--- src/rtl/seq_divider.sv ---
// seq_divider: multi-cycle unsigned restoring divider, one quotient bit per
// clock, MSB first. A zero divisor short-circuits straight to the result.
//
// Handshake: start is sampled on a rising edge only while busy=0 (IDLE or
// DONE). The accepting edge captures dividend and divisor, so both may change
// freely afterwards. done is a one-cycle pulse; quotient, remainder and
// div_by_zero are valid from that cycle. They are held until the next
// completion overwrites them.
module seq_divider #(
    parameter int LENGTH = 32
) (
    input  logic              clk,
    input  logic              rst,
    input  logic              start,
    input  logic [LENGTH-1:0] dividend,
    input  logic [LENGTH-1:0] divisor,
    output logic              busy,
    output logic              done,
    output logic              div_by_zero,
    output logic [LENGTH-1:0] quotient,
    output logic [LENGTH-1:0] remainder,
    output logic [1:0]        state_dbg
);

    // Counter must be able to hold LENGTH itself.
    localparam int CW = $clog2(LENGTH + 1);

    typedef enum logic [1:0] {
        IDLE = 2'd0,
        CALC = 2'd1,
        DONE = 2'd2
    } state_t;

    state_t            state, state_n;
    logic [CW-1:0]     cnt, cnt_n;
    // Partial remainder. After each step it is always below the divisor, so
    // it fits in LENGTH bits. The extra bit lives in the LENGTH+1-bit trial
    // value below, so the restore path never truncates.
    logic [LENGTH-1:0] part_rem, part_rem_n;
    logic [LENGTH-1:0] q_shift, q_shift_n;
    logic [LENGTH-1:0] dsr, dsr_n;
    logic [LENGTH-1:0] quot_n, rem_n;
    logic              dbz_n;

    logic [LENGTH:0]   trial;
    logic [LENGTH:0]   diff;
    logic              no_borrow;

    // Trial subtraction: shift the next dividend bit into the remainder, subtract the divisor.
    always_comb begin
        trial     = {part_rem, q_shift[LENGTH-1]};
        diff      = trial - {1'b0, dsr};
        no_borrow = ~diff[LENGTH];
    end

    // Next-state and datapath update; every target holds unless a branch changes it.
    always_comb begin
        state_n    = state;
        cnt_n      = cnt;
        part_rem_n = part_rem;
        q_shift_n  = q_shift;
        dsr_n      = dsr;
        quot_n     = quotient;
        rem_n      = remainder;
        dbz_n      = div_by_zero;

        case (state)
            IDLE, DONE: begin
                state_n = IDLE;
                if (start) begin
                    dsr_n = divisor;
                    if (divisor != '0) begin
                        state_n    = CALC;
                        cnt_n      = CW'(LENGTH);
                        part_rem_n = '0;
                        q_shift_n  = dividend;
                    end else begin
                        // Divide by zero: quotient saturates, remainder is the dividend.
                        state_n = DONE;
                        quot_n  = '1;
                        rem_n   = dividend;
                        dbz_n   = 1'b1;
                    end
                end
            end

            CALC: begin
                part_rem_n = no_borrow ? diff[LENGTH-1:0] : trial[LENGTH-1:0];
                q_shift_n  = {q_shift[LENGTH-2:0], no_borrow};
                cnt_n      = cnt - CW'(1);
                if (cnt == CW'(1)) begin
                    // Last bit: publish the freshly updated values.
                    state_n = DONE;
                    quot_n  = {q_shift[LENGTH-2:0], no_borrow};
                    rem_n   = no_borrow ? diff[LENGTH-1:0] : trial[LENGTH-1:0];
                    dbz_n   = 1'b0;
                end
            end

            default: begin
                state_n = IDLE;
            end
        endcase
    end

    // State and datapath registers; reset aborts any division in flight.
    always_ff @(posedge clk or posedge rst) begin
        if (rst) begin
            state       <= IDLE;
            cnt         <= '0;
            part_rem    <= '0;
            q_shift     <= '0;
            dsr         <= '0;
            quotient    <= '0;
            remainder   <= '0;
            div_by_zero <= 1'b0;
        end else begin
            state       <= state_n;
            cnt         <= cnt_n;
            part_rem    <= part_rem_n;
            q_shift     <= q_shift_n;
            dsr         <= dsr_n;
            quotient    <= quot_n;
            remainder   <= rem_n;
            div_by_zero <= dbz_n;
        end
    end

    // Status decoded straight from the state register so reset clears it at once.
    always_comb begin
        busy      = (state == CALC);
        done      = (state == DONE);
        state_dbg = state;
    end

endmodule

--- config.mk ---
export PLATFORM = sky130hd
export DESIGN_NAME = seq_divider
export DESIGN_NICKNAME = d
export VERILOG_FILES = /design/src/rtl/seq_divider.sv
export SDC_FILE = /design/constraint.sdc
export NUM_CORES = 1
export LEC_CHECK = 0
export CORE_UTILIZATION = 59
export CTS_CLUSTER_DIAMETER = 30
export DETAILED_ROUTE_END_ITERATION = 10
export GPL_TIMING_DRIVEN = 0
export PLACE_DENSITY = 0.86
export SYNTH_ARGS = -nofsm -noshare
export SYNTH_HDL_FRONTEND = slang
export SYNTH_SLANG_ARGS = --single-unit
--- constraint.sdc ---
create_clock -name clk -period 13.4 [get_ports clk]
set_input_delay 4.02 -clock clk [delete_from_list [all_inputs] [get_ports clk]]
set_output_delay 4.02 -clock clk [all_outputs]
set_load 0.01 [all_outputs]
==> summary.txt, run 1 <==
outcome = finished, violations left
failing checks = DRC
Crit path arrival time = 3.58 ns
GR Util met2 = 53.7%
Worst Hold Class = flip-flop to flip-flop
post-route insts no fill = 1280
area leader, netlist = dfrtp_1
CP top delay family = buffers and inverters
register area share after synthesis = 46.9%
H-Tree Depth = 4
post-CTS setup buffer count = 0
DR vias/cell = 6.27
worst vdd ir = 0.180 mV
CP Max Fanout = 10
CTS tree = built
Syn Inst Count = 929
total number of vias = 8021
max cap viols = 0
met3 global-route usage = 5.48%
post-synthesis mux area share = 6.03%
post-synth top area share = 46.9%
Slew Limit Fails = 0
GP Congestion = 0.928
top cells by area, synth = dfrtp_1, o21ai_0, mux2i_1
Post-Route WL = 25.0 mm
Cell Chain, Critical Path = or2b_2, inv_1, clkbuf_1, clkbuf_1, clkbuf_1, clkdlybuf4s50_1
f_max = 132 MHz
Req. time, crit path = 9.38 ns
library cells used by synthesis = 71
skew final = 0.0115 ns
Die Area = 15800 um2
actual slew at the worst max-slew pin = 0.788 ns
M1 GR Usage = 44.1%
unrepaired setup endpoints after global routing = false
drt first pass iters = 9
Synth Register Bits = 169
R2R Path Start = q_shift[31]
dpl hpwl = 18.4 mm
Compound-Gate Fraction of Synth Area = 20.3%
WP depth = 6
crit path kind = flip-flop to primary output
Post-DRT Antenna Nets = 0
CP Capture Type = primary output
# hold bufs at CTS = 0
leading cell type in the layout, fill and taps excluded = dfrtp_1
top_reg_cell synth = dfrtp_1
grt ovf = 0
adder and majority gate portion of the synthesized area = 4.94%
row count = 44
total track usage = 33.1%
syn nets = 1031
cell area power density = 320 nW/um2
final period utilization = 56.7%
WP buf/inv = 5
Startpoint Class = flip-flop
Final min period = 7.60 ns
Post-Synth Simple-Gate Area = 13.5%
Initial Util = 61.3%
Die Ht = 126 um
Post-CTS Resized = 0
max_slew headroom = 47.2%
largest family of logic cells by synthesized area = compound AO/OA/AOI/OAI gates
most frequent cells in the layout = dfrtp_1, clkdlybuf4s50_1, nand2_1, o21ai_0, a21oi_1
hold path depth = 2
number of global-route vias before repair = 8023
Avg Inst Size Synth = 9.70 um2
initial antenna violation count = 0
I/O Buffers = 135
Cell Area, Synth = 9010 um2
crit path max-delay cell type = clkdlybuf4s50_1
clk buf depth = 2
GRT Max-Usage Layer = met2
total CTS buffers = 17
IO Pins = 136
global-route wire length before repair = 40.5 mm
largest net degree at the start of global routing = 122
Fin Setup TNS = 0 ns
clk sinks = 169
clock root buffer = clkbuf_16
share of layout cells above drive strength 1 = 8.39%
Fill cells = 1018
crit path capture = busy
DR iter-0 viols = 632
Layout area overhead = 24.2%
clk slew on worst S/H paths = 0.07 ns
Worst-Skew Late Latency = 0.44 ns
Critical Path Source = state_dbg[0]
Reg2Reg Setup Slack = 8.94 ns
Crit path top cell by count = clkbuf_1
Final setup violation count = 0
width of the die = 126 um
Hold Fails Final Rpt = 0
post-synthesis xor/xnor area fraction = 2.62%
n_diodes = 0
Ys Warns = 0
DRC viols = 9
r2r endpoint = part_rem[23]
slowest stage delay, CP = 0.66 ns
NumNets Final = 1186
routed length per instance = 19.6 um
Worst Reg2Reg Path Length in Cells = 15
Pleak = 0.00494 uW
EDFF count, synth = 0
Async S/R FF share, synth = 100%
core area = 14700 um2
Inst Count DP = 1249
==> routing by layer <==
layer | wire (um) | share of wire, %
met5 | 0 | 0
met4 | 872 | 3.5
met3 | 1720 | 6.9
met2 | 11900 | 48
met1 | 10500 | 42
==> per-stage QoR <==
step	area (um2)	util, %	hold WS, ns	setup WS (ns)	total power, uW
2_1_floorplan	9010	-	0.465	4.80	2360
3_3_place_gp	10600	72.1	0.467	2.63	2980
3_5_place_dp	10600	72.3	0.476	6.15	3050
4_1_cts	11200	76.1	0.492	5.91	3550
5_1_grt	11200	76.1	0.502	5.69	3810
6_report	11200	76.1	0.489	5.80	3580
==> Yosys cell counts (5+ instances only) <==
cell type and number:
nor3_1 10, ha_1 34, nor4_1 12, o21ai_0 105
a21o_2 5, xnor2_1 19, nand2_1 123, and2_1 6
o22a_1 31, dfrtp_1 169, o21ai_1 28, a31oi_1 8
nand4_1 5, nand3_1 25, and3_2 17, clkbuf_8 8
inv_1 42, a21o_1 12, mux2i_1 52, xor2_1 8
a211oi_1 5, a21oi_1 60, clkbuf_1 26, nor2_1 33
o21a_1 5, o22ai_1 6, buf_1 5
==> cell type report <==
class	count	area [um2]	area share, %
multi-input cells	668	4270	38.2
flip-flops and latches	169	4230	37.8
repair buffers	136	1380	12.3
clock buffers	17	425	3.80
plain buffers	50	355	3.18
well taps	184	230	2.06
inverters	42	165	1.48
clock inverters	14	135	1.21
==> worst min-delay path by stage <==
stage | start | endpoint | slack [ns]
global placement | remainder[1] | remainder[1] | 0.47
floorplan | part_rem[2] | part_rem[2] | 0.47
global route | quotient[19] | quotient[19] | 0.50
finish | remainder[1] | remainder[1] | 0.49
CTS | quotient[22] | quotient[22] | 0.49
detailed placement | quotient[22] | quotient[22] | 0.48
==> worst min-delay path, cell delays in order (launching register included) <==
cell and delay (ns):
dfrtp_1 0.35, nand2_1 0.05, o21ai_0 0.06
==> logic make-up (layout without fill, tap and decap cells) <==
family / after synthesis / in the layout
compound gates: 297 / 297
simple gates: 255 / 255
flops: 169 / 169
buf+inv: 92 / 259
mux: 54 / 54
fa+ha+maj: 35 / 35
xor+xnor: 27 / 27
==> sequential cells by signal, indices dropped and copies added, names as in the netlist <==
signal,count
div_by_zero,1
state_dbg,2
cnt,6
dsr,32
part_rem,32
q_shift,32
remainder,32
quotient,32
==> where the power goes <==
part | total (uW) | leakage [uW] | switching [uW] | internal [uW]
Sequential | 928 | 0.00199 | 171 | 757
Combinational | 2180 | 0.00268 | 1250 | 931
Clock | 478 | 0.000269 | 220 | 259
Total | 3580 | 0.00494 | 1640 | 1950
(Power assumes the default switching activity.)
==> run 2, diff against run 1 <==
--- a/config.mk
+++ b/config.mk
@@ -5,11 +5,11 @@
 export SDC_FILE = /design/constraint.sdc
 export NUM_CORES = 1
 export LEC_CHECK = 0
-export CORE_UTILIZATION = 59
+export CORE_UTILIZATION = 49
 export CTS_CLUSTER_DIAMETER = 30
 export DETAILED_ROUTE_END_ITERATION = 10
 export GPL_TIMING_DRIVEN = 0
-export PLACE_DENSITY = 0.86
+export PLACE_DENSITY = 0.76
 export SYNTH_ARGS = -nofsm -noshare
 export SYNTH_HDL_FRONTEND = slang
 export SYNTH_SLANG_ARGS = --single-unit
==> constraint.sdc (replaced) <==
create_clock -name clk -period 6.2 [get_ports clk]
set_input_delay 1.86 -clock clk [delete_from_list [all_inputs] [get_ports clk]]
set_output_delay 1.86 -clock clk [all_outputs]
set_load 0.01 [all_outputs]
==> summary.txt, run 2 (synthesized netlist as in run 1, its figures left out) <==
total track usage = 27.7%
Req. time, crit path = 4.34 ns
sw frac = 45.5%
# hold bufs at CTS = 0
DR iter-0 viols = 489
final period utilization = 87.2%
outcome = completed
post-CTS setup buffer count = 0
Post-CTS Resized = 0
GP Congestion = 0.852
Pleak = 0.00498 uW
CP Capture Type = primary output
total CTS buffers = 17
H-Tree Depth = 4
clk buf depth = 2
leading cell type in the layout, fill and taps excluded = dfrtp_1
total number of vias = 7777
I/O Buffers = 135
core area = 18000 um2
n_diodes = 0
CP Max Fanout = 10
Worst-Skew Late Latency = 0.45 ns
CTS tree = built
unrepaired setup endpoints after global routing = false
Layout area overhead = 25.4%
row count = 49
Worst Hold Class = flip-flop to flip-flop
Sequential Area = 4230 um2
Post-Route WL = 24.8 mm
Initial Util = 50.0%
Pwr Total = 7680 uW
crit path kind = flip-flop to primary output
Startpoint Class = flip-flop
dpl hpwl = 18.8 mm
DR vias/cell = 5.85
max_slew headroom = 49.7%
Die Area = 18900 um2
width of the die = 138 um
skew final = 0.00926 ns
drt first pass iters = 5
Fill cells = 1532
clock root buffer = clkbuf_16
DRC viols = 0
area occupied by multi-input gates = 4270 um2
most frequent cells in the layout = dfrtp_1, clkdlybuf4s50_1, nand2_1, o21ai_0, a21oi_1
Final min period = 5.40 ns
worst vdd ir = 0.372 mV
initial antenna violation count = 0
NumNets Final = 1189
Slew Limit Fails = 0
Crit path arrival time = 3.54 ns
Fin Setup TNS = 0 ns
max cap viols = 0
cell area power density = 680 nW/um2
global-route wire length before repair = 39.4 mm
actual slew at the worst max-slew pin = 0.754 ns
share of layout cells above drive strength 1 = 8.73%
clk sinks = 169
Sequential Power Share = 26.0%
grt ovf = 0
f_max = 185 MHz
IO Pins = 136
NetSw = 3490 uW
Final setup violation count = 0
Logic pwr share = 60.3%
Post-DRT Antenna Nets = 0
largest net degree at the start of global routing = 42
clk slew on worst S/H paths = 0.08 ns
routed length per instance = 18.7 um
number of global-route vias before repair = 7646
Hold Fails Final Rpt = 0
clock share of power = 13.7%
Die Ht = 138 um
internal power = 4190 uW
-- run 2: changes by cell type in the layout (fill, tap and decap cells not counted) --
cell	previous run	this run
buf_16	1	0
buf_12	1	5
inv_8	2	7
bufinv_16	1	0
clkinv_2	2	1
inv_6	6	5
clkinvlp_4	3	2
-- run 2: path summary, 6_finish.rpt --
kind	slack, ns	from	to	depth (start not counted)
worst max-delay path	0.80	state_dbg[0]	busy	6
worst min-delay path	0.49	quotient[23]	quotient[23]	1
worst max register to register	1.85	q_shift[31]	remainder[21]	15
worst min register to register	0.49	quotient[23]	quotient[23]	1
max in group asynchronous	3.57	rst	part_rem[25]	4
min in group asynchronous	1.79	rst	quotient[9]	2
-- run 2: power groups by stage --
| stage | clock [uW] | combinational [uW] | sequential [uW] |
|---|---|---|---|
| floorplan | 0 | 3110 | 1990 |
| CTS | 1060 | 4610 | 2000 |
| global route | 1110 | 5080 | 2050 |
| detailed placement | 0 | 4570 | 2010 |
| finish | 1050 | 4630 | 2000 |
| global placement | 0 | 4460 | 2000 |
-- run 2: critical path, stage by stage (launching register included) --
cell	delay, ns
dfrtp_1	0.47
or2b_2	0.38
inv_1	0.11
clkbuf_1	0.44
clkbuf_1	0.49
clkbuf_1	0.54
clkdlybuf4s50_1	0.66
-- run 2: metrics by stage --
step           setup slack (ns)  util (%)  cell area, um2  std cells  hold slack (ns)
2_1_floorplan              2.19         -            9020        929            0.465
3_3_place_gp              0.762      59.1           10700       1293            0.469
3_5_place_dp               1.14      59.6           10700       1297            0.476
4_1_cts                   0.806      62.7           11300       1329            0.494
5_1_grt                   0.663      62.7           11300       1329            0.513
6_report                  0.796      62.7           11300       1329            0.492
-- run 2: layer usage --
layer | GRT usage [%] | routed length, um | up-vias | share of wire [%]
li1 | - | - | 3628 | -
met1 | 36.6 | 10700 | 3867 | 43
met2 | 45.3 | 12100 | 241 | 49
met3 | 5.78 | 1400 | 41 | 5.7
met4 | 8.61 | 582 | 0 | 2.3
met5 | 0 | 0 | - | 0
-- run 2: area by class of cell --
| type | count | area share, % |
|---|---|---|
| buffer | 50 | 3.14 |
| clock buffer | 17 | 3.76 |
| clock inverter | 15 | 1.27 |
| inverter | 42 | 1.43 |
| multi-input combinational | 668 | 37.8 |
| sequential | 169 | 37.4 |
| tap | 229 | 2.53 |
| timing repair buffer | 139 | 12.7 |
